**config.mk**
```make
export PLATFORM = sky130hd
export DESIGN_NAME = fetch_stage_flat
export DESIGN_NICKNAME = d
export VERILOG_FILES = /design/src/rtl/fetch_stage_pkg.sv /design/src/rtl/fetch_stage_if.sv /design/src/rtl/fetch_slot.sv /design/src/rtl/fetch_stage.sv /design/src/flat_wrapper.sv
export SDC_FILE = /design/constraint.sdc
export NUM_CORES = 1
export LEC_CHECK = 0
export CAP_MARGIN = 20
export CORE_MARGIN = 1
export CORE_UTILIZATION = 45
export DETAILED_ROUTE_END_ITERATION = 10
export PLACE_DENSITY = 0.81
export SLEW_MARGIN = 15
export SYNTH_ARGS = -nofsm -noshare
export SYNTH_HDL_FRONTEND = slang
export SYNTH_SLANG_ARGS = --single-unit
```
**constraint.sdc**
```tcl
create_clock -name clk -period 2.31 [get_ports clk]
set_clock_uncertainty 0.2 [all_clocks]
set_input_delay 0.231 -clock clk [delete_from_list [all_inputs] [get_ports clk]]
set_output_delay 0.231 -clock clk [all_outputs]
set_load 0.02 [all_outputs]
```
**src/rtl/fetch_stage_pkg.sv**
```systemverilog
// Shared fetch-stage definitions: word width, NOP encoding, PC step and FSM state encoding.
package fetch_stage_pkg;

  localparam int unsigned     XLEN    = 32;
  localparam logic [XLEN-1:0] INS_NOP = 32'h0000_0013;  // addi x0, x0, 0
  localparam logic [XLEN-1:0] PC_STEP = 32'd4;

  typedef enum logic [1:0] {
    FsIdle = 2'd0,
    FsRun  = 2'd1,
    FsHalt = 2'd2
  } fetch_state_e;

  // Any address not a multiple of the word size cannot be fetched.
  function automatic logic pc_misaligned(input logic [XLEN-1:0] pc);
    return (pc & (PC_STEP - 32'd1)) != '0;
  endfunction

endpackage

```
**src/rtl/fetch_stage_if.sv**
```systemverilog
// Fetch-stage bus: combinational instruction-memory port plus the valid/ready slot to decode.
interface fetch_stage_if;
  import fetch_stage_pkg::*;

  logic [XLEN-1:0] imem_addr;
  logic [XLEN-1:0] imem_ins;
  logic            out_valid;
  logic            out_ready;
  logic [XLEN-1:0] out_ins;
  logic [XLEN-1:0] out_pc;

  modport master (
    output imem_addr,
    input  imem_ins,
    output out_valid,
    input  out_ready,
    output out_ins,
    output out_pc
  );

  modport slave (
    input  imem_addr,
    output imem_ins,
    input  out_valid,
    output out_ready,
    input  out_ins,
    input  out_pc
  );

endinterface

```
**src/rtl/fetch_slot.sv**
```systemverilog
// Single-entry valid/ready holding register between fetch and decode (load, hold, flush).
module fetch_slot
  import fetch_stage_pkg::*;
#(
  parameter logic [XLEN-1:0] NOP_INS = INS_NOP
) (
  input  logic            clk,
  input  logic            rst_n,
  input  logic            load,
  input  logic            flush,
  input  logic [XLEN-1:0] in_ins,
  input  logic [XLEN-1:0] in_pc,
  input  logic            out_ready,
  output logic            out_valid,
  output logic [XLEN-1:0] out_ins,
  output logic [XLEN-1:0] out_pc,
  output logic            free
);

  logic            valid_q, valid_d;
  logic [XLEN-1:0] ins_q, ins_d;
  logic [XLEN-1:0] pc_q, pc_d;

  assign free = !valid_q || out_ready;

  always_comb begin
    valid_d = valid_q;
    ins_d   = ins_q;
    pc_d    = pc_q;
    if (flush) begin
      valid_d = 1'b0;
      ins_d   = NOP_INS;
    end else if (load) begin
      valid_d = 1'b1;
      ins_d   = in_ins;
      pc_d    = in_pc;
    end else if (valid_q && out_ready) begin
      // Drained without refill: present a NOP while empty.
      valid_d = 1'b0;
      ins_d   = NOP_INS;
    end
  end

  always_ff @(posedge clk or negedge rst_n) begin
    if (!rst_n) begin
      valid_q <= 1'b0;
      ins_q   <= NOP_INS;
      pc_q    <= '0;
    end else begin
      valid_q <= valid_d;
      ins_q   <= ins_d;
      pc_q    <= pc_d;
    end
  end

  assign out_valid = valid_q;
  assign out_ins   = ins_q;
  assign out_pc    = pc_q;

endmodule

```
**src/rtl/fetch_stage.sv**
```systemverilog
// Instruction-fetch stage: PC, IDLE/RUN/HALT FSM, redirect and sticky fault handling.
// Define FETCH_RANGE_CHECK_EN to also fault on fetches beyond the instruction memory.
module fetch_stage
  import fetch_stage_pkg::*;
#(
  parameter logic [XLEN-1:0] RESET_PC   = 32'h0000_0000,
  parameter int unsigned     IMEM_BYTES = 80,
  parameter logic [XLEN-1:0] NOP_INS    = INS_NOP
) (
  input  logic            clk,
  input  logic            rst_n,
  input  logic            fetch_en,
  input  logic            redirect_valid,
  input  logic [XLEN-1:0] redirect_pc,
  fetch_stage_if.master   bus,
  output logic            fault,
  output logic [XLEN-1:0] fault_pc
);

  localparam logic [XLEN-1:0] PC_LIMIT = XLEN'(IMEM_BYTES - 4);

  fetch_state_e    state_q, state_d;
  logic [XLEN-1:0] pc_q, pc_d;
  logic            fault_q, fault_d;
  logic [XLEN-1:0] fault_pc_q, fault_pc_d;

  logic slot_load;
  logic slot_flush;
  logic slot_free;
  logic pc_over;
  logic pc_bad;

  assign pc_over = pc_q > PC_LIMIT;

`ifdef FETCH_RANGE_CHECK_EN
  assign pc_bad = pc_misaligned(pc_q) || pc_over;
`else
  logic unused_pc_over;
  assign unused_pc_over = pc_over;
  assign pc_bad         = pc_misaligned(pc_q);
`endif

  always_comb begin
    state_d    = state_q;
    pc_d       = pc_q;
    fault_d    = fault_q;
    fault_pc_d = fault_pc_q;
    slot_load  = 1'b0;
    slot_flush = 1'b0;

    if (redirect_valid) begin
      // Target is validated next cycle, when it becomes the PC about to be fetched.
      pc_d       = redirect_pc;
      slot_flush = 1'b1;
      state_d    = fetch_en ? FsRun : FsIdle;
    end else begin
      unique case (state_q)
        FsIdle: begin
          if (pc_bad) begin
            fault_d    = 1'b1;
            fault_pc_d = pc_q;
            state_d    = FsHalt;
          end else if (fetch_en) begin
            state_d = FsRun;
          end
        end
        FsRun: begin
          if (pc_bad) begin
            fault_d    = 1'b1;
            fault_pc_d = pc_q;
            state_d    = FsHalt;
          end else if (!fetch_en) begin
            state_d = FsIdle;
          end else if (slot_free) begin
            slot_load = 1'b1;
            pc_d      = pc_q + PC_STEP;
          end
        end
        FsHalt: begin
          state_d = FsHalt;
        end
        default: begin
          state_d = FsIdle;
        end
      endcase
    end
  end

  always_ff @(posedge clk or negedge rst_n) begin
    if (!rst_n) begin
      state_q    <= FsIdle;
      pc_q       <= RESET_PC;
      fault_q    <= 1'b0;
      fault_pc_q <= '0;
    end else begin
      state_q    <= state_d;
      pc_q       <= pc_d;
      fault_q    <= fault_d;
      fault_pc_q <= fault_pc_d;
    end
  end

  fetch_slot #(
    .NOP_INS (NOP_INS)
  ) u_slot (
    .clk       (clk),
    .rst_n     (rst_n),
    .load      (slot_load),
    .flush     (slot_flush),
    .in_ins    (bus.imem_ins),
    .in_pc     (pc_q),
    .out_ready (bus.out_ready),
    .out_valid (bus.out_valid),
    .out_ins   (bus.out_ins),
    .out_pc    (bus.out_pc),
    .free      (slot_free)
  );

  assign bus.imem_addr = pc_q;
  assign fault         = fault_q;
  assign fault_pc      = fault_pc_q;

endmodule

```
**src/flat_wrapper.sv**
```systemverilog
// flat-port wrapper written by rule: the top's interface ports become plain ports
module fetch_stage_flat import fetch_stage_pkg::*;
#(
  parameter logic [XLEN-1:0] RESET_PC   = 32'h0000_0000,
  parameter int unsigned     IMEM_BYTES = 80,
  parameter logic [XLEN-1:0] NOP_INS    = INS_NOP
)
  (clk, rst_n, fetch_en, redirect_valid, redirect_pc, fault, fault_pc, bus_imem_addr, bus_imem_ins, bus_out_valid, bus_out_ready, bus_out_ins, bus_out_pc);
  fetch_stage_if bus_i ();
  input  logic clk;
  input  logic rst_n;
  input  logic fetch_en;
  input  logic redirect_valid;
  input  logic [XLEN-1:0] redirect_pc;
  output logic fault;
  output logic [XLEN-1:0] fault_pc;
  output wire logic [$bits(bus_i.imem_addr)-1:0] bus_imem_addr;
  input wire logic [$bits(bus_i.imem_ins)-1:0] bus_imem_ins;
  output wire logic [$bits(bus_i.out_valid)-1:0] bus_out_valid;
  input wire logic [$bits(bus_i.out_ready)-1:0] bus_out_ready;
  output wire logic [$bits(bus_i.out_ins)-1:0] bus_out_ins;
  output wire logic [$bits(bus_i.out_pc)-1:0] bus_out_pc;
  assign bus_imem_addr = bus_i.imem_addr;
  assign bus_i.imem_ins = bus_imem_ins;
  assign bus_out_valid = bus_i.out_valid;
  assign bus_i.out_ready = bus_out_ready;
  assign bus_out_ins = bus_i.out_ins;
  assign bus_out_pc = bus_i.out_pc;
  fetch_stage #(.RESET_PC(RESET_PC), .IMEM_BYTES(IMEM_BYTES), .NOP_INS(NOP_INS)) u_core (.clk(clk), .rst_n(rst_n), .fetch_en(fetch_en), .redirect_valid(redirect_valid), .redirect_pc(redirect_pc), .bus(bus_i), .fault(fault), .fault_pc(fault_pc));
endmodule
```
==> flow_metrics.py <==
metrics = {
    "cts": {
        "cts_buffer_depth": 2,
        "clkSlewWorstSetupHoldPaths_ps": 60,
        "cts-root-buf": "clkbuf_16",
        "cts_tree": "yes",
        "clkSinkCount": 132,
        "clk_latency_ps": 410,
        "htreeDepth": 4,
        "cts_buffers": 17,
    },
    "global_route": {
        "grt_util_all_layers": 0.266,
        "grt_pass1_wl_mm": 25.9,
        "first_global_vias": 5064,
        "overflow": 0,
        "grt_start_max_net_pins": 51,
        "antenna_found_initial": 0,
    },
    "floorplanning": {
        "core_um2": 11700,
        "die-area_um2": 12600,
        "initial_utilization": 0.470,
        "io_pins": 199,
        "die_h_um": 112,
        "row_count": 39,
        "die-width_um": 112,
    },
    "detailed_routing": {
        "wire_per_inst_um": 18.2,
        "via_per_inst": 5.42,
        "wl_met3_mm": 1.32,
        "firstDrtPassIters": 5,
        "dr_wl_met2_mm": 8.03,
        "drt-initial-drc-count": 308,
        "antenna_left": 0,
        "highest_layer": "met4",
        "vias": 4816,
        "remaining_drc_errors": 0,
        "routedLengthMet1_mm": 6.28,
        "wl_mm": 16.2,
    },
    "critical_path": {
        "crit_slowest_cell": "or3_4",
        "cp-start-kind": "flop",
        "max_stage_delay_ps": 410,
        "crit_required_ps": 2390,
        "endpoint_kind": "flop",
        "crit_family": "simple AND/OR/NAND/NOR gates",
        "crit_fanout": 7,
        "crit_type": "reg2reg",
        "cp.buffers_inverters": 2,
        "arrival_ps": 2340,
        "crit_chain": "or3_4, buf_4, nor4_4, buf_6, nand4_1, xor2_1, o21ai_1",
    },
    "sta": {
        "tightestPinTransition_ps": 642,
        "drv_slew": 0,
        "finalSetupTns_ps": 0,
        "maxSlewHeadroom": 0.571,
        "rsz0062_at_grt": "no",
        "setup_viol": 0,
        "max_freq_ghz": 0.443,
        "timing.final.crit_share": 0.978,
        "min_period_ps": 2260,
        "hold_violations": 0,
    },
    "layout": {
        "insertedDiodeCount": 0,
        "fillers": 796,
        "regArea_um2": 3310,
        "synthToLayoutAreaGrowth_pct": 55.2,
        "utilization": 0.730,
        "multi_input_area_um2": 2080,
        "fin_area_um2": 8510,
        "drive_above_1_share": 0.153,
        "nets": 802,
    },
    "yosys": {
        "yosysWarnings": 0,
        "syn_area_um2": 5480,
        "synth_edf_count": 0,
        "synthDistinctLibCells": 39,
        "postSynthNetCount": 572,
        "synth-seq-cells": 132,
        "synthArstFlopShare": 1.00,
        "syn_inst": 502,
        "synth_seq_area_share": 0.603,
        "synth_ff_type": "dfrtp_1",
        "synth_area_per_cell_um2": 10.9,
    },
    "power_and_ir_drop": {
        "ir_drop_v": 0.000498,
        "powerDensity_nw_per_um2": 896,
        "leakage_nw": 3.75,
    },
    "placement": {
        "gp_congestion": 0.779,
        "io_buffers": 198,
        "place_area_um2": 7890,
        "place_hpwl_mm": 11.4,
    },
    "outcome": {
        "outcome": "finished clean",
    },
    "job": {
        "drv_cap": 0,
    },
    "worst_hold_path": {
        "hp-class": "in2async",
    },
}
stage by stage:
stage	std cells	hold slack [ps]	worst slack, ps	total power, W
2_1_floorplan	502	-265	89.9	0.00385
3_3_place_gp	852	-3.67	175	0.00495
3_5_place_dp	852	-0.723	65.3	0.00502
4_1_cts	886	130	10.6	0.00766
5_1_grt	888	170	13.3	0.00793
6_report	888	128	51.4	0.00763
layout make-up:
cell class              instances  area share
flip-flops and latches        132       0.389
clock buffers                  18      0.0516
repair buffers                238       0.275
multi-input cells             336       0.245
well taps                     143      0.0210
clock inverters                14      0.0166
inverters                       7     0.00309
worst paths after layout:
check	end	depth (start not counted)	start	slack [ps]
max in group asynchronous	u_core.u_slot.out_pc[22]	3	rst_n	1070
min reg2reg	u_core.u_slot.out_pc[18]	2	u_core.u_slot.out_pc[18]	280
max	u_core.bus.imem_addr[14]	7	u_core.state_q[1]	50
min in group clk	u_core.bus.imem_addr[3]	3	redirect_pc[3]	190
min	u_core.u_slot.out_ins[31]	2	rst_n	130
max reg2reg	u_core.bus.imem_addr[14]	7	u_core.state_q[1]	50
registers in the layout, summed over array words and instances (netlist names):
register,count
u_core.state_q,2
u_core.u_slot.out_ins,32
u_core.bus.imem_addr,32
u_core.fault,1
u_core.fault_pc,32
u_core.u_slot.out_valid,1
u_core.u_slot.out_pc,32
Yosys cell counts, drive strengths merged, types with 6 or more instances:
library cell | number | share of area
dfrtp | 129 | 0.59
nand2 | 131 | 0.090
mux2 | 26 | 0.053
nor4 | 6 | 0.016
a22o | 30 | 0.048
clkbuf | 22 | 0.015
xor2 | 14 | 0.022
xnor2 | 11 | 0.018
nor3 | 6 | 0.0075
nand3 | 14 | 0.013
nand4 | 13 | 0.016
o21ai | 42 | 0.038
nor2 | 11 | 0.0075
inv | 6 | 0.0041
per-layer routing:
| metal | GRT usage | vias to the layer above |
|---|---|---|
| met2 | 0.443 | 237 |
| met1 | 0.325 | 2353 |
| met3 | 0.0788 | 44 |
| li1 | - | 2182 |
| met4 | 0.111 | 0 |
| met5 | 0 | - |
what timing repair did:
item	CTS	global route
buffers inserted	0	2
hold buffers	2	0
resized for setup	1	2
endpoints found under the hold margin	88	0
setup endpoints to repair	1	2
pin swaps	0	1
placed cells by master (no fill, tap or decap), drive strengths merged, types with 5 or more instances in the layout:
cell type	instances
clkinv	6
nand4	13
clkdlybuf4s50	196
nor4	6
or3	5
dfrtp	129
clkbuf	18
a22o	30
xnor2	11
nand3	14
o21ai	42
and2	5
buf	40
nor2	11
nand2	131
inv	13
mux2	26
xor2	14
nor3	6
kinds of logic after synthesis:
group                    Yosys count  share of synthesized area
AND/OR/NAND/NOR                  200                      0.173
multiplexers                      27                     0.0552
buffers and inverters             34                     0.0249
adder cells (fa/ha/maj)            1                    0.00228
AO/OA/AOI/OAI                     83                      0.101
XOR/XNOR                          25                     0.0399
flip-flops                       132                      0.603
where the power goes:
group          leakage [nW]  switching [W]  internal, W
logic                  1.79        0.00104      0.00102
registers              1.68       0.000245      0.00269
clock network         0.285        0.00110      0.00154
Note: power is estimated with default switching activity, not from simulation.
==> RTL change (same settings) <==
Re-encode `fetch_state_e` (3 states) as one-hot, 3 bits wide.
--- a/src/rtl/fetch_stage_pkg.sv
+++ b/src/rtl/fetch_stage_pkg.sv
@@ -5,10 +5,10 @@
   localparam logic [XLEN-1:0] INS_NOP = 32'h0000_0013;  // addi x0, x0, 0
   localparam logic [XLEN-1:0] PC_STEP = 32'd4;
 
-  typedef enum logic [1:0] {
-    FsIdle = 2'd0,
-    FsRun  = 2'd1,
-    FsHalt = 2'd2
+  typedef enum logic [2:0] {
+    FsIdle = 3'b001,
+    FsRun  = 3'b010,
+    FsHalt = 3'b100
   } fetch_state_e;
 
   // Any address not a multiple of the word size cannot be fetched.
Function: same outputs for any inputs over 4 cycles, from zero or initial values and one cycle with rst_n low; so few cycles prove little.
==> RTL change against the unedited design <==
Cell area rose by 2.5%; non-clock buffer count decreased by 7; sequential share of layout area down 0.66 points; die area increased by 4.1%; synthesized area rose by 4.2%; worst setup slack improved by 0.032 ns; total power increased by 9.6%; largest cell class unchanged; count of clock-buffer cells in the layout is 5 higher; combinational power up 24%; wire length fell by 3.3%; sequential cell count grew 1; utilization decreased by 1.5 points.
==> RTL change: results (changes against the unedited design) <==
| Metric | Value |
|---|---|
| Per-cell via count in the routed design | 5.132 (-5.4%) |
| Highest net fanout along the worst path | 35 (+28) |
| Cell count of the worst reg-to-reg path | 5 (-2) |
| Global-route congestion overflow total | 0 (unchanged) |
| GR Util All Layers | 25.44% (-1.2 points) |
| Number of antenna repair diodes | 0 (unchanged) |
| Number of hold violations in the final report | 0 (unchanged) |
| Async set-or-reset flop fraction in the synthesized netlist | 100.0% (unchanged) |
| HPWL after detailed placement | 11,100 microns (-2.4%) |
| Setup slack after placement | -0.1867 ns (-0.2519 ns) |
| Status | finished, final reports clean |
| Antenna violations before repair | 0 (unchanged) |
| Most numerous cell types in the synthesized netlist | dfrtp_1 (129), nand2_1 (119), a22o_1 (29) |
| Max transition margin | 53.95% (-3.1 points) |
| Initial DRC count | 298 (-3.2%) |
| Cell depth of the worst min-delay path | 3 |
| Maximum vdd drop | 0.0004999 V (+0.43%) |
| Arrival time of data at the critical path endpoint | 2.33 ns |
| Highest-delay cell along the critical path | dfstp_2 |
| Top Metal Used | met4 |
| Number of iterations in the first detailed-routing pass | 4 (-1) |
| Metal-1 WL | 6574 microns (+4.7%) |
| Seq/Total Area, Yosys | 58.34% (-2.0 points) |
| Vias in the first global route | 4,781 (-5.6%) |
| Count of vias placed by the detailed router | 4,629 (-3.9%) |
| Global-route wire length before repair | 24,820 microns (-4.1%) |
| Count of distinct cell types in the synthesized netlist | 47 (+21%) |
| Clock tree buffer depth | 2 (unchanged) |
| Synthesized net count | 567 (-0.87%) |
| Count of placed standard cells including taps | 866 (+1.6%) |
| Number of buffers inserted during clock tree synthesis | 17 (unchanged) |
| Worst hold path class | in -> reg |
| Sum of met3 wire segment lengths after detailed routing | 1216 microns (-7.5%) |
| Max-slew violation count | 0 (unchanged) |
| Clock transition at the register clock pins on the worst setup and hold paths after CTS | 0.05 ns |
| Number of standard cells after synthesis | 497 (-1.0%) |
| Maximum single-stage delay on the critical path | 0.57 ns (+0.16 ns) |
| H-tree levels | 4 (unchanged) |
| Detail Route met2 WL | 7649 microns (-4.7%) |
| Synth top area cells | dfrtp_1 (57%), nand2_1 (7.8%), mux2_2 (4.9%) |
| Final net count | 791 (-1.4%) |
| WL/cell | 17.36 microns (-4.8%) |
| Largest net degree at the start of global routing | 59 (+16%) |
| Total of warnings raised by yosys | 0 (unchanged) |
| Reported leakage power | 3.871 nW (+3.2%) |
| Root Buffer Master | clkbuf_16 |
| Final RePlAce weighted congestion | 0.7913 (+1.6%) |
| Layout cell share with drive strength beyond 1 | 17.03% (+1.7 points) |
| Clock insertion delay at the later pin of the skew report | 0.42 ns |
| Number of buffer cells added on primary ports | 198 (unchanged) |
| Post-route clock period utilization | 96.38% (-1.4 points) |
| Setup slack, reg-to-reg | 0.08 ns (+0.03 ns) |
[RTL change: where the power goes]
group	switching (W)	internal (W)
logic	0.00123	0.00132
clock network	0.000967	0.00172
registers	0.000313	0.00281
total	0.00251	0.00585
[RTL change: layer usage]
layer	up-vias	GRT usage, %
li1	2170	-
met1	2263	30.75
met2	176	42.34
met3	20	8.947
met4	0	8.658
met5	-	0
[RTL change: per-stage QoR]
stage	power [W]	setup TNS (ns)	cell area (sq um)	utilization, %	hold WS [ns]
global placement	0.005594	-2.361	8061	66.01	0.03018
floorplan	0.004320	0	5713	-	-0.2646
global route	0.008716	0	8727	71.47	0.04948
finish	0.008357	0	8727	71.47	0.05116
CTS	0.008416	0	8682	71.10	0.01767
detailed placement	0.005699	-4.900	8061	66.01	0.04113
[RTL change: worst paths after layout]
| check | start | end |
|---|---|---|
| setup / recovery | u_core.state_q[0] | u_core.fault_pc[24] |
| hold / removal | redirect_valid | u_core.u_slot.out_valid |
| setup reg to reg | u_core.state_q[0] | u_core.fault_pc[24] |
| hold reg to reg | u_core.fault | u_core.fault |
| max in group asynchronous | rst_n | u_core.u_slot.out_ins[4] |
| min in group asynchronous | rst_n | u_core.u_slot.out_ins[20] |
[RTL change: cell type report]
type / count / area, sq um
inverters: 5 / 18.77
clock inverters: 9 / 100.1
fillers: 867 / 3485
flip-flops and latches: 133 / 3333
well taps: 168 / 210.2
repair buffers: 231 / 2291
clock buffers: 23 / 498.0
multi-input cells: 333 / 2276
[RTL change: logic make-up (layout without fill, tap and decap cells)]
logic type / after synthesis / count (layout) / synth area share (%)
AO/OA/AOI/OAI: 77 / 78 / 9.089
XOR/XNOR: 30 / 30 / 4.599
adder cells (fa/ha/maj): 1 / 1 / 0.2190
buffers and inverters: 32 / 268 / 2.716
flip-flops: 133 / 133 / 58.34
multiplexers: 35 / 35 / 7.468
AND/OR/NAND/NOR: 189 / 189 / 17.56
[RTL change: worst max-delay path, delay by kind of cell, from the launching register on]
kind                      cells  cell delay, ns
muxes                         1            0.31
AOI/OAI and AO/OA             1            0.14
DFF                           1            0.57
and+or+nand+nor               1            0.48
xor gates and xnor gates      1            0.18
buffers and inverters         1            0.21
[RTL change: timing repair]
action	4_1_cts	5_1_grt
endpoints found under the setup margin	29	38
pin swaps	1	1
buffers inserted	0	2
gates resized for setup	0	3
cloned	1	0
hold buffers	1	0
hold endpoints to repair	65	0
